<file path="config.mk">
export PLATFORM = sky130hd
export DESIGN_NAME = oled_spi_tx
export DESIGN_NICKNAME = d
export VERILOG_FILES = /design/src/rtl/oled_spi_tx.sv
export SDC_FILE = /design/constraint.sdc
export NUM_CORES = 1
export LEC_CHECK = 0
export ABC_AREA = 1
export CAP_MARGIN = 15
export CORE_MARGIN = 5
export CORE_UTILIZATION = 63
export CTS_CLUSTER_DIAMETER = 30
export CTS_CLUSTER_SIZE = 12
export DETAILED_ROUTE_END_ITERATION = 10
export PLACE_DENSITY = 0.84
export SLEW_MARGIN = 15
export SYNTH_ARGS = -nofsm -noshare
export SYNTH_HDL_FRONTEND = slang
export SYNTH_SLANG_ARGS = --single-unit
</file>
<file path="constraint.sdc">
create_clock -name clk -period 3.9 [get_ports clk]
set_input_delay 0.39 -clock clk [delete_from_list [all_inputs] [get_ports clk]]
set_output_delay 0.39 -clock clk [all_outputs]
set_load 0.05 [all_outputs]
</file>
<file path="src/rtl/oled_spi_tx.sv">
// Byte-level SPI (mode 0) transmitter for the SSD1306 panel.
// A small {dc, byte} FIFO feeds a phase engine that drives sclk/sdin/dc/cs_n.
module oled_spi_tx #(
  parameter int CLK_DIV    = 2,
  parameter int FIFO_DEPTH = 4
) (
  input  logic                          clk,
  input  logic                          rst,
  input  logic                          in_valid,
  output logic                          in_ready,
  input  logic [7:0]                    in_data,
  input  logic                          in_dc,
  output logic                          oled_sclk,
  output logic                          oled_sdin,
  output logic                          oled_dc,
  output logic                          oled_cs_n,
  output logic                          byte_done,
  output logic                          busy,
  output logic [$clog2(FIFO_DEPTH):0]   fifo_level
);

  localparam int AW = $clog2(FIFO_DEPTH);
  localparam logic [AW:0] FULL_LVL = (AW+1)'(FIFO_DEPTH);
  localparam logic [7:0]  DIV_LAST = 8'(CLK_DIV - 1);

  localparam logic [2:0] S_IDLE  = 3'd0;
  localparam logic [2:0] S_SETUP = 3'd1;
  localparam logic [2:0] S_HIGH  = 3'd2;
  localparam logic [2:0] S_LOW   = 3'd3;
  localparam logic [2:0] S_GAP   = 3'd4;

  logic [8:0]    mem [FIFO_DEPTH];
  logic [AW-1:0] wr_ptr;
  logic [AW-1:0] rd_ptr;
  logic [AW:0]   level;
  logic          push;
  logic          pop;
  logic          fifo_empty;
  logic          head_dc;
  logic [7:0]    head_data;

  logic [2:0]    state;
  logic [7:0]    div_cnt;
  logic [2:0]    bit_cnt;
  logic [6:0]    shreg;
  logic          last_low;
  logic          phase_end;

  assign in_ready   = (level != FULL_LVL);
  assign push       = in_valid && in_ready;
  assign fifo_empty = (level == '0);
  assign head_dc    = mem[rd_ptr][8];
  assign head_data  = mem[rd_ptr][7:0];
  assign fifo_level = level;
  assign busy       = (state != S_IDLE) || !fifo_empty;
  assign phase_end  = (div_cnt == DIV_LAST);

  // Pop points: IDLE, the end of a byte when dc matches (back-to-back),
  // and the last GAP cycle so cs_n stays high for exactly CLK_DIV cycles.
  always_comb begin
    pop = 1'b0;
    case (state)
      S_IDLE:  pop = !fifo_empty;
      S_LOW:   pop = phase_end && last_low && !fifo_empty && (head_dc == oled_dc);
      S_GAP:   pop = phase_end && !fifo_empty;
      default: pop = 1'b0;
    endcase
  end

  always_ff @(posedge clk) begin
    if (push) mem[wr_ptr] <= {in_dc, in_data};
  end

  always_ff @(posedge clk or posedge rst) begin
    if (rst) begin
      wr_ptr <= '0;
      rd_ptr <= '0;
      level  <= '0;
    end else begin
      if (push) wr_ptr <= wr_ptr + 1'b1;
      if (pop)  rd_ptr <= rd_ptr + 1'b1;
      case ({push, pop})
        2'b10:   level <= level + 1'b1;
        2'b01:   level <= level - 1'b1;
        default: level <= level;
      endcase
    end
  end

  // Phase engine; a pop anywhere overrides the case and starts a new byte.
  always_ff @(posedge clk or posedge rst) begin
    if (rst) begin
      state     <= S_IDLE;
      div_cnt   <= '0;
      bit_cnt   <= '0;
      shreg     <= '0;
      last_low  <= 1'b0;
      oled_sclk <= 1'b0;
      oled_sdin <= 1'b0;
      oled_dc   <= 1'b0;
      oled_cs_n <= 1'b1;
      byte_done <= 1'b0;
    end else begin
      byte_done <= 1'b0;
      case (state)
        S_SETUP: begin
          if (phase_end) begin
            div_cnt   <= '0;
            oled_sclk <= 1'b1;
            state     <= S_HIGH;
          end else begin
            div_cnt <= div_cnt + 8'd1;
          end
        end
        S_HIGH: begin
          if (phase_end) begin
            div_cnt   <= '0;
            oled_sclk <= 1'b0;
            state     <= S_LOW;
            if (bit_cnt != 3'd7) begin
              oled_sdin <= shreg[6];
              shreg     <= {shreg[5:0], 1'b0};
              bit_cnt   <= bit_cnt + 3'd1;
            end else begin
              last_low <= 1'b1;
            end
          end else begin
            div_cnt <= div_cnt + 8'd1;
          end
        end
        S_LOW: begin
          if (phase_end) begin
            div_cnt <= '0;
            if (last_low) begin
              byte_done <= 1'b1;
              last_low  <= 1'b0;
              oled_cs_n <= 1'b1;
              oled_sdin <= 1'b0;
              state     <= S_GAP;
            end else begin
              oled_sclk <= 1'b1;
              state     <= S_HIGH;
            end
          end else begin
            div_cnt <= div_cnt + 8'd1;
          end
        end
        S_GAP: begin
          if (phase_end) begin
            div_cnt <= '0;
            state   <= S_IDLE;
          end else begin
            div_cnt <= div_cnt + 8'd1;
          end
        end
        default: state <= S_IDLE;
      endcase

      if (pop) begin
        shreg     <= head_data[6:0];
        oled_sdin <= head_data[7];
        oled_dc   <= head_dc;
        oled_cs_n <= 1'b0;
        oled_sclk <= 1'b0;
        bit_cnt   <= '0;
        last_low  <= 1'b0;
        div_cnt   <= '0;
        state     <= S_SETUP;
      end
    end
  end

endmodule

</file>
==> run summary <==
Core area: 0.00507 mm2
Internal: 0.00181 W
Clk pwr share: 20.0%
Req. time, crit path: 4.16 ns
Area growth from synthesis to layout: 14.2%
CTS max path bufs: 2
Critical path startpoint: rd_ptr[0]
Drc violations: 0
DRT iter0 DRCs: 127
Cells after Synth: 327
Vias in the first global route: 2346
VDD IR max: 0.000681 V
First-pass GRT wire length: 10500 um
Max Fclk: 331 MHz
RSZ-0062 raised after global routing: no
Clock transition at the registers of the reported paths: 0.08 ns
Hold Vio Cnt, Final: 0
Startpoint of the worst register-to-register path: rd_ptr[0]
Initial Util: 64.8%
Syn Std Cell Area: 0.00329 mm2
Grt ovf: 0
WL/cell: 14.6 um
Die W: 82.3 um
Setup Buffers After CTS: 0
Power share of the sequential group: 37.6%
CTS tree: built
Synth Register Bits: 70
Synth warnings: 0
Drt pass-1 iters: 4
Detail Placement HPWL: 4170 um
Setup violators final: 0
Switching Share: 42.3%
Placed cell area: 0.00354 mm2
Combinational power share: 42.5%
NetSw: 0.00133 W
Net Count, Synth: 349
CP max FO: 25
Antenna diodes: 0
CTS Hold Buffers Added: 0
I/O pin count: 22
Pwr/cell area: 835 mW/mm2
Status: finished clean
Post-DRT Antenna Nets: 0
Total number of H-tree levels: 3
Endpoint class of the critical path: flip-flop
GPL Wtd Cong: 0.852
Most frequent cells in the layout: nor2_1 (49), nand2_1 (46), inv_1 (40)
Syn_area_per_cell: 10.1 um2
FP Rows: 26
Leakage: 1.63 nW
Fillers: 355
DIE AREA: 0.00677 mm2
WP data arrival: 3.29 ns
Critical path class: reg2reg
Clock sinks: 70
Clk_skew: 0.00627 ns
# port buffers: 21
DRT Wirelength: 6210 um
Global-route usage over all layers: 21.1%
Actual transition at the worst max-transition pin: 0.885 ns
Max_cap viols: 0
Yosys cell types: 34
Root buffer cell: clkbuf_8
Final instance area: 0.00376 mm2
Fin crit share: 77.5%
Largest net degree at the start of global routing: 26
Clk_lat worst skew: 0.34 ns
Layout cell share with drive strength beyond 1: 10.4%
Seq/Total Area, Yosys: 58.8%
Vias per cell: 5.38
Initial antenna violation count: 0
Startpoint types: flip-flop
Minimum clock period: 3.02 ns
Max-slew violation count: 0
Final-stage net count: 374
Max_slew headroom: 40.8%
Commonest non-fill, non-tap cell in the layout: nor2_1
Routed vias: 2296
HP Class: in2async
CTS-repair resized insts: 0
Setup TNS Final: 0 ns
CTS buffer count: 9
Overall die height: 82.3 um
## synth_stat cells
cell type,n,share of area (%)
buf_6,2,0.68
nand3_1,17,2.6
a21oi_2,3,0.80
nand3b_1,1,0.23
buf_2,4,0.61
nand4_1,4,0.76
nor2_4,1,0.34
buf_1,1,0.11
ha_1,9,3.4
xor2_2,1,0.49
dfstp_2,1,0.80
nand2_1,46,5.2
o211ai_1,4,0.91
o21ai_1,5,0.76
o22ai_1,10,1.9
fa_1,1,0.61
xnor2_1,2,0.53
nor2_1,49,5.6
nor3_1,3,0.46
nand2_4,4,1.4
inv_1,40,4.6
nor2_8,2,1.2
edfxtp_1,36,33
xor2_1,2,0.53
clkbuf_1,1,0.11
nand3_2,2,0.61
clkinv_2,1,0.15
nand2_2,3,0.57
o21bai_1,1,0.23
mux2i_1,1,0.30
inv_2,3,0.34
o21ai_0,29,4.4
a21oi_1,5,0.76
dfrtp_1,33,25
## final timing paths
| kind | endpoint | slack (ns) | cells past startpoint |
|---|---|---|---|
| setup reg to reg | fifo_level[1] | 0.88 | 13 |
| min in group clk | oled_sclk | 0.49 | 2 |
| setup / recovery | fifo_level[1] | 0.88 | 13 |
| hold reg to reg | oled_sclk | 0.49 | 2 |
| hold / removal | shreg[1] | 0.41 | 2 |
| max in group asynchronous | oled_cs_n | 2.76 | 3 |
## routing by layer
metal,up-vias,wire length [um],global-route usage (%)
met5,-,0,0
met1,1097,2670,23.5
met3,13,236,4.34
met4,0,136,10.8
met2,49,3170,37.7
li1,1137,-,-
## final cells by class
class	count	area [um2]	area share, %
inverters	44	166	4.43
clock buffers	9	124	3.30
flip-flops and latches	70	1930	51.4
multi-input cells	205	1140	30.3
clock inverters	7	88.8	2.36
well taps	70	87.6	2.33
repair buffers	22	218	5.79
## flip-flops by register name, summed over array words and instances, names as in the netlist
register and count:
oled_cs_n 1, oled_sdin 1, wr_ptr 2, div_cnt 8
oled_dc 1, mem 36, state 3, byte_done 1
rd_ptr 2, fifo_level 3, oled_sclk 1, bit_cnt 3
shreg 7, last_low 1
## power by group through the flow
| stage | clock, W | combinational [W] | sequential (W) |
|---|---|---|---|
| 6_report | 0.000627 | 0.00133 | 0.00118 |
| 3_5_place_dp | 0 | 0.00132 | 0.00119 |
| 2_1_floorplan | 0 | 0.000983 | 0.00123 |
| 4_1_cts | 0.000638 | 0.00134 | 0.00117 |
| 5_1_grt | 0.000667 | 0.00150 | 0.00120 |
| 3_3_place_gp | 0 | 0.00128 | 0.00118 |
## critical path: stages (launching register included)
cell and delay [ns]:
dfrtp_1 0.69, inv_2 0.29, nand2_1 0.13, nand3_1 0.09
nand2_1 0.10, nand2_1 0.06, nand3_2 0.08, nand2_2 0.07
nand2_4 0.28, clkinv_2 0.22, ha_1 0.23, inv_1 0.11
fa_1 0.43, o21ai_0 0.15
## cells by family after synthesis
| group | share of synthesized area (%) |
|---|---|
| AO/OA/AOI/OAI | 9.78 |
| buffers and inverters | 6.58 |
| flip-flops | 58.8 |
| XOR/XNOR | 1.56 |
| adder cells (fa/ha/maj) | 4.03 |
| multiplexers | 0.304 |
| AND/OR/NAND/NOR | 19.0 |
## stage by stage
step | setup slack, ns | util [%] | total power [W] | instances | hold slack [ns]
final | 0.877 | 74.0 | 0.00314 | 427 | 0.406
after global routing | 0.542 | 74.0 | 0.00337 | 427 | 0.468
after CTS | 0.890 | 74.0 | 0.00315 | 427 | 0.420
after detailed placement | 0.942 | 69.8 | 0.00251 | 411 | 0.471
after global placement | 1.07 | 69.8 | 0.00245 | 411 | 0.452
after floorplan | 1.32 | - | 0.00221 | 327 | 0.489
Power figures use the tool's default switching activity.
